<file path="src/rtl/shift_pkg.sv">
// Shared constants and types for the multi-cycle RV32I shift unit.
package shift_pkg;

    localparam logic [6:0] OP_IMM = 7'b0010011;
    localparam logic [6:0] OP_REG = 7'b0110011;
    localparam logic [2:0] F3_SLL = 3'b001;
    localparam logic [2:0] F3_SR  = 3'b101;

    typedef enum logic [1:0] {SK_SLL, SK_SRL, SK_SRA} shift_kind_t;
    typedef enum logic [1:0] {IDLE, SHIFT, DONE} state_t;

    // True for SLL/SRL/SRA and their immediate forms
    function automatic logic is_shift(input logic [6:0] op, input logic [2:0] f3);
        return ((op == OP_IMM) || (op == OP_REG)) && ((f3 == F3_SLL) || (f3 == F3_SR));
    endfunction

endpackage

</file>
<file path="src/rtl/shift_step.sv">
// One iteration of the shift datapath: shifts the accumulator by amt bits.
module shift_step
    import shift_pkg::*;
(
    input  logic [31:0] i_acc,
    input  shift_kind_t i_kind,
    input  logic [4:0]  i_amt,
    output logic [31:0] o_acc
);

    // Select logical-left, logical-right or arithmetic-right shift
    always_comb begin
        o_acc = i_acc;
        case (i_kind)
            SK_SLL:  o_acc = i_acc << i_amt;
            SK_SRL:  o_acc = i_acc >> i_amt;
            SK_SRA:  o_acc = $unsigned($signed(i_acc) >>> i_amt);
            default: o_acc = i_acc;
        endcase
    end

endmodule

</file>
<file path="src/rtl/shift_sequencer.sv">
// Multi-cycle shift unit and controller for the RV32I execute stage.
// Shifts up to STEP bits per cycle, stalls the pipeline while busy and
// returns the result with a one-cycle done pulse.
// Optional: SHIFT_SEQ_ZERO_FASTPATH_EN sends shamt=0 straight to DONE.
module shift_sequencer
    import shift_pkg::*;
#(
    parameter int unsigned STEP = 4
) (
    input  logic        clk,
    input  logic        rst,
    input  logic        start,
    input  logic        flush,
    input  logic [6:0]  op,
    input  logic [2:0]  funct3,
    input  logic        funct7_5,
    input  logic [31:0] rs1_val,
    input  logic [31:0] rd2,
    input  logic [31:0] imm,
    output logic [31:0] result,
    output logic        done,
    output logic        stall
);

    if (!((STEP == 1) || (STEP == 2) || (STEP == 4) || (STEP == 8) || (STEP == 16))) begin : g_bad_step
        $error("shift_sequencer: STEP must be 1, 2, 4, 8 or 16");
    end

    localparam logic [4:0] STEP_AMT = 5'(STEP);

    state_t      r_state;
    state_t      w_state_next;
    logic [31:0] r_acc;
    logic [4:0]  r_cnt;
    shift_kind_t r_kind;
    logic [31:0] r_result;

    logic        w_accept;
    logic [4:0]  w_shamt;
    shift_kind_t w_kind;
    logic [4:0]  w_amt;
    logic        w_last;
    logic        w_zero_fast;
    logic [31:0] w_step_out;
    logic        w_unused;

    // Only the low five bits of either shamt source are meaningful
    assign w_unused = &{1'b0, rd2[31:5], imm[31:5]};

    assign w_accept = start && is_shift(op, funct3) && (r_state != SHIFT);
    assign w_shamt  = (op == OP_IMM) ? imm[4:0] : rd2[4:0];
    assign w_kind   = (funct3 == F3_SLL) ? SK_SLL : (funct7_5 ? SK_SRA : SK_SRL);
    assign w_amt    = (r_cnt < STEP_AMT) ? r_cnt : STEP_AMT;
    assign w_last   = (r_cnt <= STEP_AMT);

`ifdef SHIFT_SEQ_ZERO_FASTPATH_EN
    assign w_zero_fast = (w_shamt == '0);
`else
    assign w_zero_fast = 1'b0;
`endif

    shift_step u_step (
        .i_acc  (r_acc),
        .i_kind (r_kind),
        .i_amt  (w_amt),
        .o_acc  (w_step_out)
    );

    // State register
    always_ff @(posedge clk) begin
        if (rst) begin
            r_state <= IDLE;
        end else begin
            r_state <= w_state_next;
        end
    end

    // Next-state decode; flush overrides everything except reset
    always_comb begin
        w_state_next = r_state;
        case (r_state)
            IDLE, DONE: begin
                if (w_accept) begin
                    w_state_next = w_zero_fast ? DONE : SHIFT;
                end else begin
                    w_state_next = IDLE;
                end
            end
            SHIFT: begin
                if (w_last) begin
                    w_state_next = DONE;
                end
            end
            default: w_state_next = IDLE;
        endcase
        if (flush) begin
            w_state_next = IDLE;
        end
    end

    // Done pulse and pipeline stall
    always_comb begin
        done  = (r_state == DONE) && !flush;
        stall = (w_accept || (r_state == SHIFT)) && !flush;
    end

    // Operand capture, iterative shift and result latch
    always_ff @(posedge clk) begin
        if (rst) begin
            r_acc    <= '0;
            r_cnt    <= '0;
            r_kind   <= SK_SLL;
            r_result <= '0;
        end else if (!flush) begin
            if (w_accept) begin
                r_acc  <= rs1_val;
                r_cnt  <= w_shamt;
                r_kind <= w_kind;
                if (w_zero_fast) begin
                    r_result <= rs1_val;
                end
            end else if (r_state == SHIFT) begin
                r_acc <= w_step_out;
                r_cnt <= r_cnt - w_amt;
                if (w_last) begin
                    r_result <= w_step_out;
                end
            end
        end
    end

    assign result = r_result;

endmodule
</file>
<file path="config.mk">
export PLATFORM = sky130hd
export DESIGN_NAME = shift_sequencer
export DESIGN_NICKNAME = d
export VERILOG_FILES = /design/src/rtl/shift_pkg.sv /design/src/rtl/shift_step.sv /design/src/rtl/shift_sequencer.sv
export SDC_FILE = /design/constraint.sdc
export NUM_CORES = 1
export LEC_CHECK = 0
export ABC_CLOCK_PERIOD_IN_PS = 3200
export CELL_PAD_IN_SITES_DETAIL_PLACEMENT = 1
export CELL_PAD_IN_SITES_GLOBAL_PLACEMENT = 1
export CORE_MARGIN = 8
export CORE_UTILIZATION = 37
export DETAILED_ROUTE_END_ITERATION = 6
export HOLD_SLACK_MARGIN = 0.02
export PLACE_DENSITY = 0.82
export RECOVER_POWER = 50
export SYNTH_ARGS = -nofsm -noshare
export SYNTH_HDL_FRONTEND = slang
export SYNTH_SLANG_ARGS = --single-unit
</file>
<file path="constraint.sdc">
create_clock -name clk -period 3.2 [get_ports clk]
set_input_delay 0.32 -clock clk [delete_from_list [all_inputs] [get_ports clk]]
set_output_delay 0.32 -clock clk [all_outputs]
set_load 0.03 [all_outputs]
</file>
==> run summary, run 1 <==
Metal-1 WL: 11.0 mm
Max rail drop VDD: 0.276 mV
total global-route track usage: 23.9%
H-Tree Depth: 3
pre-CTS setup slack: 0.416 ns
# Post-CTS Setup Buffers: 0
Rows: 47
initial antenna violation count: 0
Mean Syn Cell Area: 7.68 µm²
most frequent cells in the layout: nor2_1 (86), nand2_1 (81), a21oi_1 (76)
endpoints failing setup: 0
Synth area leaders: dfxtp_1 (24%), mux4_2 (8.9%), a21oi_1 (6.2%)
GRT overflow: 0
Met2 Wirelength: 11.5 mm
commonest non-fill, non-tap cell in the layout: nor2_1
Avg Vias per Cell: 6.55
Yosys cell types: 75
final hold violations: 0
Rel. slew slack: 40.5%
cts hold-fix bufs: 0
Worst EP arrival: 2.54 ns
Tcrit/Tclk final: 89.3%
WS Path Type: in -> out
core area: 0.0163 mm²
Yosys top cell area share: 24.0%
Yosys reg bits: 73
number of vias in the routed layout: 6,883
die height: 144 µm
Worst Setup Start Kind: input port
post-route DRC violation count: 0
final slew viol count: 0
Syn Inst Count: 794
DP HPWL: 17.2 mm
Bufs on Longest Clock Path: 2
Least-Margin Pin Slew: 0.893 ns
First-pass DRT Iterations: 6
met3 WL: 1.91 mm
Pleak: 0.00264 µW
first-pass GRT wire length: 39.0 mm
Synth async-reset ratio: 0%
largest net degree at the start of global routing: 43
Clk Latency, worst-skew pair: 0.34 ns
top cell type by total area after synthesis: dfxtp_1
hold crit path type: reg -> reg
clock root cell: clkbuf_16
number of synthesized flops with an enable pin: 0
WP data required: 2.88 ns
Die W: 144 µm
total wire length: 24.9 mm
post-layout min period: 2.86 ns
reg-to-reg slack, setup: 0.44 ns
YS warnings: 0
final core occ: 45.5%
total chip power: 2150 µW
status: finished, final reports clean
storage element area: 0.00146 mm²
clk slew on worst S/H paths: 0.06 ns
Routed Antenna Nets: 0
CTS tree: built
clock skew: 0.00658 ns
Layout area overhead: 21.8%
ys flop type: dfxtp_1
I/O pin count: 145
final worst slack: 0.343 ns
Max Freq: 350 MHz
crit end category: output pin
post_cts resized: 0
Max Used Layer: met4
violation count after the first detailed-route iteration: 746
TNS Setup: 0 ns
clock sink total: 73
die area: 0.0209 mm²
critical path fanouts, max: 14
max cap viols: 0
gp weighted congestion: 0.940
fin nets: 939
hold slack: 0.451 ns
sequential cell area fraction in the yosys report: 24.0%
n_diodes: 0
area of the multi-input gates: 0.00415 mm²
unrepaired setup endpoints after global routing: false
Num CTS Buffers: 9
Port-buffer cells: 90
mapped cell area: 0.00610 mm²
P per Cell Area: 289 mW/mm²
syn_nets: 907
fill count: 2,017
vias in the first global route: 6,691
Avg WL per Cell: 23.7 µm
layout cells sized above 1: 10.7%
initial core utilization: 37.3%
==> power breakdown <==
part	internal (µW)	leakage, µW	switching, µW
registers	909	0.000588	2.11
clock network	691	0.000157	427
logic	73.1	0.00189	44.4
total	1670	0.00264	473
==> registers in the layout, summed over array words and instances, names as in the netlist <==
signal and count:
result 32, r_cnt 5, r_state 2, r_acc 32, r_kind 2
==> cell families after synthesis <==
family          count (synthesis)  share of synthesized area, %
mux                            66                          16.6
other cells                     2                         0.123
fa+ha+maj                       3                         0.574
simple gates                  256                          19.4
flops                          73                          24.0
buf+inv                       115                          8.22
compound gates                276                          30.7
xor+xnor                        3                         0.431
==> synthesized netlist by cell type (3+ instances only) <==
master	count
nor2_1	86
nand2_1	81
a21oi_1	76
dfxtp_1	73
clkbuf_1	71
o21ai_0	51
mux2i_1	37
nand3_1	27
mux4_2	24
o221ai_1	23
a22oi_1	19
nor3_1	17
o22ai_1	16
o211ai_1	14
buf_2	11
buf_1	10
inv_1	10
a211oi_1	9
a221oi_1	9
nand2b_1	9
a221o_1	8
a31oi_1	5
nand4_1	5
or3_1	5
a211o_1	4
a22o_1	4
a32o_1	4
buf_4	4
nor2b_1	4
o2bb2ai_1	4
and2_1	3
buf_6	3
clkinv_1	3
mux4_1	3
==> layout make-up <==
class,count,area share (%)
Timing Repair Buffer,123,15.7
Inverter,13,0.656
Tap cell,220,3.70
Sequential cell,73,19.7
Clock inverter,7,1.38
Clock buffer,9,3.03
Multi-Input combinational cell,606,55.8
==> worst paths after layout <==
kind,start,end,cells past startpoint
hold reg to reg,result[16]$_SDFFE_PP0P_,result[16]$_SDFFE_PP0P_,2
setup / recovery,op[3],stall,6
hold / removal,result[16]$_SDFFE_PP0P_,result[16]$_SDFFE_PP0P_,2
setup reg to reg,r_cnt[2]$_SDFFE_PP0P_,result[19]$_SDFFE_PP0P_,7
==> worst max-delay path: stages <==
cell and delay, ns:
dlygate4sd3_1 0.56, nor4b_2 0.42, nand3_1 0.17, a21o_1 0.41, inv_1 0.41, buf_4 0.25
==> stage by stage <==
stage | cells | instance area [µm²]
finish | 1051 | 7430
CTS | 1051 | 7460
floorplan | 794 | 6100
detailed placement | 1035 | 7130
global route | 1051 | 7430
global placement | 1035 | 7130
==> per-layer routing <==
| layer | up-vias | global-route usage, % |
|---|---|---|
| li1 | 3051 | - |
| met1 | 3418 | 33.1 |
| met2 | 375 | 37.2 |
| met3 | 39 | 3.63 |
| met4 | 0 | 7.50 |
| met5 | - | 0 |
(Power assumes the default switching activity.)
==> run 2: changes to the inputs <==
--- a/config.mk
+++ b/config.mk
@@ -14,6 +14,7 @@
 export HOLD_SLACK_MARGIN = 0.02
 export PLACE_DENSITY = 0.82
 export RECOVER_POWER = 50
+export REMOVE_ABC_BUFFERS = 1
 export SYNTH_ARGS = -nofsm -noshare
 export SYNTH_HDL_FRONTEND = slang
 export SYNTH_SLANG_ARGS = --single-unit
==> run 2 against run 1 <==
Compared with the run above:
- power is 2.0% lower
- clock power is 4% lower
- sequential power hardly changed
- critical path depth is 2 higher
- wire length is 8.3% lower
- global-route usage is 1.4 points lower
- clock skew hardly changed
- register-to-register slack worse by 0.13 ns
- final cell count hardly changed
- non-clock buffer count is 1 higher
==> run summary, run 2 (synthesis results as in run 1) <==
H-Tree Depth: 3 (unchanged)
die area: 0.0209 mm² (unchanged)
endpoints failing setup: 0 (unchanged)
clock sink total: 73 (unchanged)
critical path, cell by cell: or3_1 > buf_4 > nor2_1 > clkbuf_1 > a22o_1 > nor2_1 > or3_1 > a21oi_1 (was dlygate4sd3_1 > nor4b_2 > nand3_1 > a21o_1 > inv_1 > buf_4)
CTS tree: built (unchanged)
Least-Margin Pin Slew: 1.01 ns (was 0.893 ns)
Max Freq: 347 MHz (was 350 MHz)
unrepaired setup endpoints after global routing: false (unchanged)
Avg Vias per Cell: 6.37 (was 6.55)
final slew viol count: 0 (unchanged)
terminus of the critical flop-to-flop path: result[20]$_SDFFE_PP0P_ (was result[19]$_SDFFE_PP0P_)
gp weighted congestion: 0.910 (was 0.940)
Rows: 47 (unchanged)
clock root cell: clkbuf_16 (unchanged)
fill count: 2,024 (was 2,017)
total global-route track usage: 22.5% (was 23.9%)
initial antenna violation count: 0 (unchanged)
clock skew: 0.00636 ns (was 0.00658 ns)
Worst EP arrival: 3.17 ns (was 2.54 ns)
post-layout min period: 2.89 ns (was 2.86 ns)
Hold Path Sink: result[12]$_SDFFE_PP0P_ (was result[16]$_SDFFE_PP0P_)
WP data required: 3.48 ns (was 2.88 ns)
GRT overflow: 0 (unchanged)
n_diodes: 0 (unchanged)
Hold Crit Start: result[12]$_SDFFE_PP0P_ (was result[16]$_SDFFE_PP0P_)
TNS Setup: 0 ns (unchanged)
vias in the first global route: 6,874 (was 6,691)
fin nets: 940 (was 939)
routing usage on met3: 6.31% (was 3.63%)
slowest CP cell: or3_1 (was dlygate4sd3_1)
Die W: 144 µm (unchanged)
delay-heaviest family, CP: simple AND/OR/NAND/NOR gates (was buffers and inverters)
Pleak: 0.00265 µW (was 0.00264 µW)
die height: 144 µm (unchanged)
Port-buffer cells: 90 (unchanged)
Num CTS Buffers: 9 (unchanged)
violation count after the first detailed-route iteration: 571 (was 746)
crit end category: flip-flop (was output pin)
reg-to-reg slack, setup: 0.31 ns (was 0.44 ns)
DP HPWL: 15.4 mm (was 17.2 mm)
total wire length: 22.8 mm (was 24.9 mm)
crit-path max cell delay: 0.62 ns (was 0.56 ns)
# placed instances: 1,036 (was 1,035)
status: finished, final reports clean (unchanged)
First-pass DRT Iterations: 5 (was 6)
GR peak layer: met2 (unchanged)
Bufs on Longest Clock Path: 2 (unchanged)
layout cells sized above 1: 10.6% (was 10.7%)
met2 Track Usage GR: 35.2% (was 37.2%)
P per Cell Area: 283 mW/mm² (was 289 mW/mm²)
# Post-CTS Setup Buffers: 0 (unchanged)
Routed Antenna Nets: 0 (unchanged)
cts hold-fix bufs: 0 (unchanged)
final worst slack: 0.315 ns (was 0.343 ns)
Tcrit/Tclk final: 90.2% (was 89.3%)
critical path fanouts, max: 13 (was 14)
Layout area overhead: 21.8% (about the same)
Clk Latency, worst-skew pair: 0.35 ns (was 0.34 ns)
commonest non-fill, non-tap cell in the layout: nor2_1 (unchanged)
final std cells w/o fill: 1,052 (was 1,051)
hold path depth: 2 (unchanged)
WS Path Type: reg -> reg (was in -> out)
worst reg2reg path depth: 8 (was 7)
Worst Path Buf+Inv: 2 (was 3)
pre-CTS setup slack: 0.498 ns (was 0.416 ns)
final core occ: 45.5% (about the same)
Rel. slew slack: 32.8% (was 40.5%)
Max rail drop VDD: 0.245 mV (was 0.276 mV)
final hold violations: 0 (unchanged)
reg2reg start: r_cnt[4]$_SDFFE_PP0P_ (was r_cnt[2]$_SDFFE_PP0P_)
met1 usage: 28.7% (was 33.1%)
initial core utilization: 37.3% (unchanged)
Worst Setup Start Kind: flip-flop (was input port)
number of vias in the routed layout: 6,703 (was 6,883)
clk slew on worst S/H paths: 0.06 ns (about the same)
largest net degree at the start of global routing: 43 (unchanged)
I/O pin count: 145 (unchanged)
post_cts resized: 0 (unchanged)
first-pass GRT wire length: 37.0 mm (was 39.0 mm)
hold crit path type: reg -> reg (unchanged)
Avg WL per Cell: 21.7 µm (was 23.7 µm)
post-route DRC violation count: 0 (unchanged)
max cap viols: 0 (unchanged)
most frequent cells in the layout: nor2_1 (86), nand2_1 (81), a21oi_1 (76) (unchanged)
core area: 0.0163 mm² (unchanged)
## run 2: how the worst max path moves through the flow
| stage | depth (start not counted) | slack (ns) | to | start |
|---|---|---|---|---|
| finish | 8 | 0.31 | result[20]$_SDFFE_PP0P_ | r_cnt[4]$_SDFFE_PP0P_ |
| floorplan | 6 | -0.90 | r_acc[7]$_SDFFE_PP0P_ | r_cnt[0]$_SDFFE_PP0P_ |
| detailed placement | 7 | 0.50 | r_kind[0]$_SDFFE_PP0P_ | op[3] |
| global placement | 7 | 0.55 | r_kind[0]$_SDFFE_PP0P_ | op[3] |
| CTS | 7 | 0.53 | r_acc[19]$_SDFFE_PP0P_ | r_cnt[4]$_SDFFE_PP0P_ |
| global route | 8 | 0.18 | result[20]$_SDFFE_PP0P_ | r_cnt[2]$_SDFFE_PP0P_ |
## run 2: tightest hold or removal path, cell delays in order, from the launching register on
cell and delay [ns]:
dfxtp_1 0.30, nand2_1 0.05, a21oi_1 0.05
## run 2: per-stage QoR
step,hold WS [ns],power [µW],instance area [µm²]
2_1_floorplan,0.389,955,5650
3_3_place_gp,0.438,1050,7140
3_5_place_dp,0.443,1050,7140
4_1_cts,0.451,2120,7450
5_1_grt,0.468,2170,7430
6_report,0.445,2100,7430
## run 2: per-layer routing
layer	vias to the layer above	wire length, µm
met4	0	450
li1	3048	-
met1	3317	9740
met3	34	2020
met2	304	10600
met5	-	0
## run 2: final cells by class
cell class	instances	area, µm²	share of cell area (%)
clock buffer	14	274	3.69
timing repair buffer	124	1190	16.0
multi-input combinational	606	4140	55.8
inverter	13	48.8	0.657
sequential	73	1460	19.7
clock inverter	2	35.0	0.471
tap	220	275	3.70
## run 2: where the power goes
part	total [µW]	leakage, µW	internal (µW)	switching, µW
clock network	1070	0.000153	667	406
registers	911	0.000588	909	1.85
logic	119	0.00191	72.6	46.1
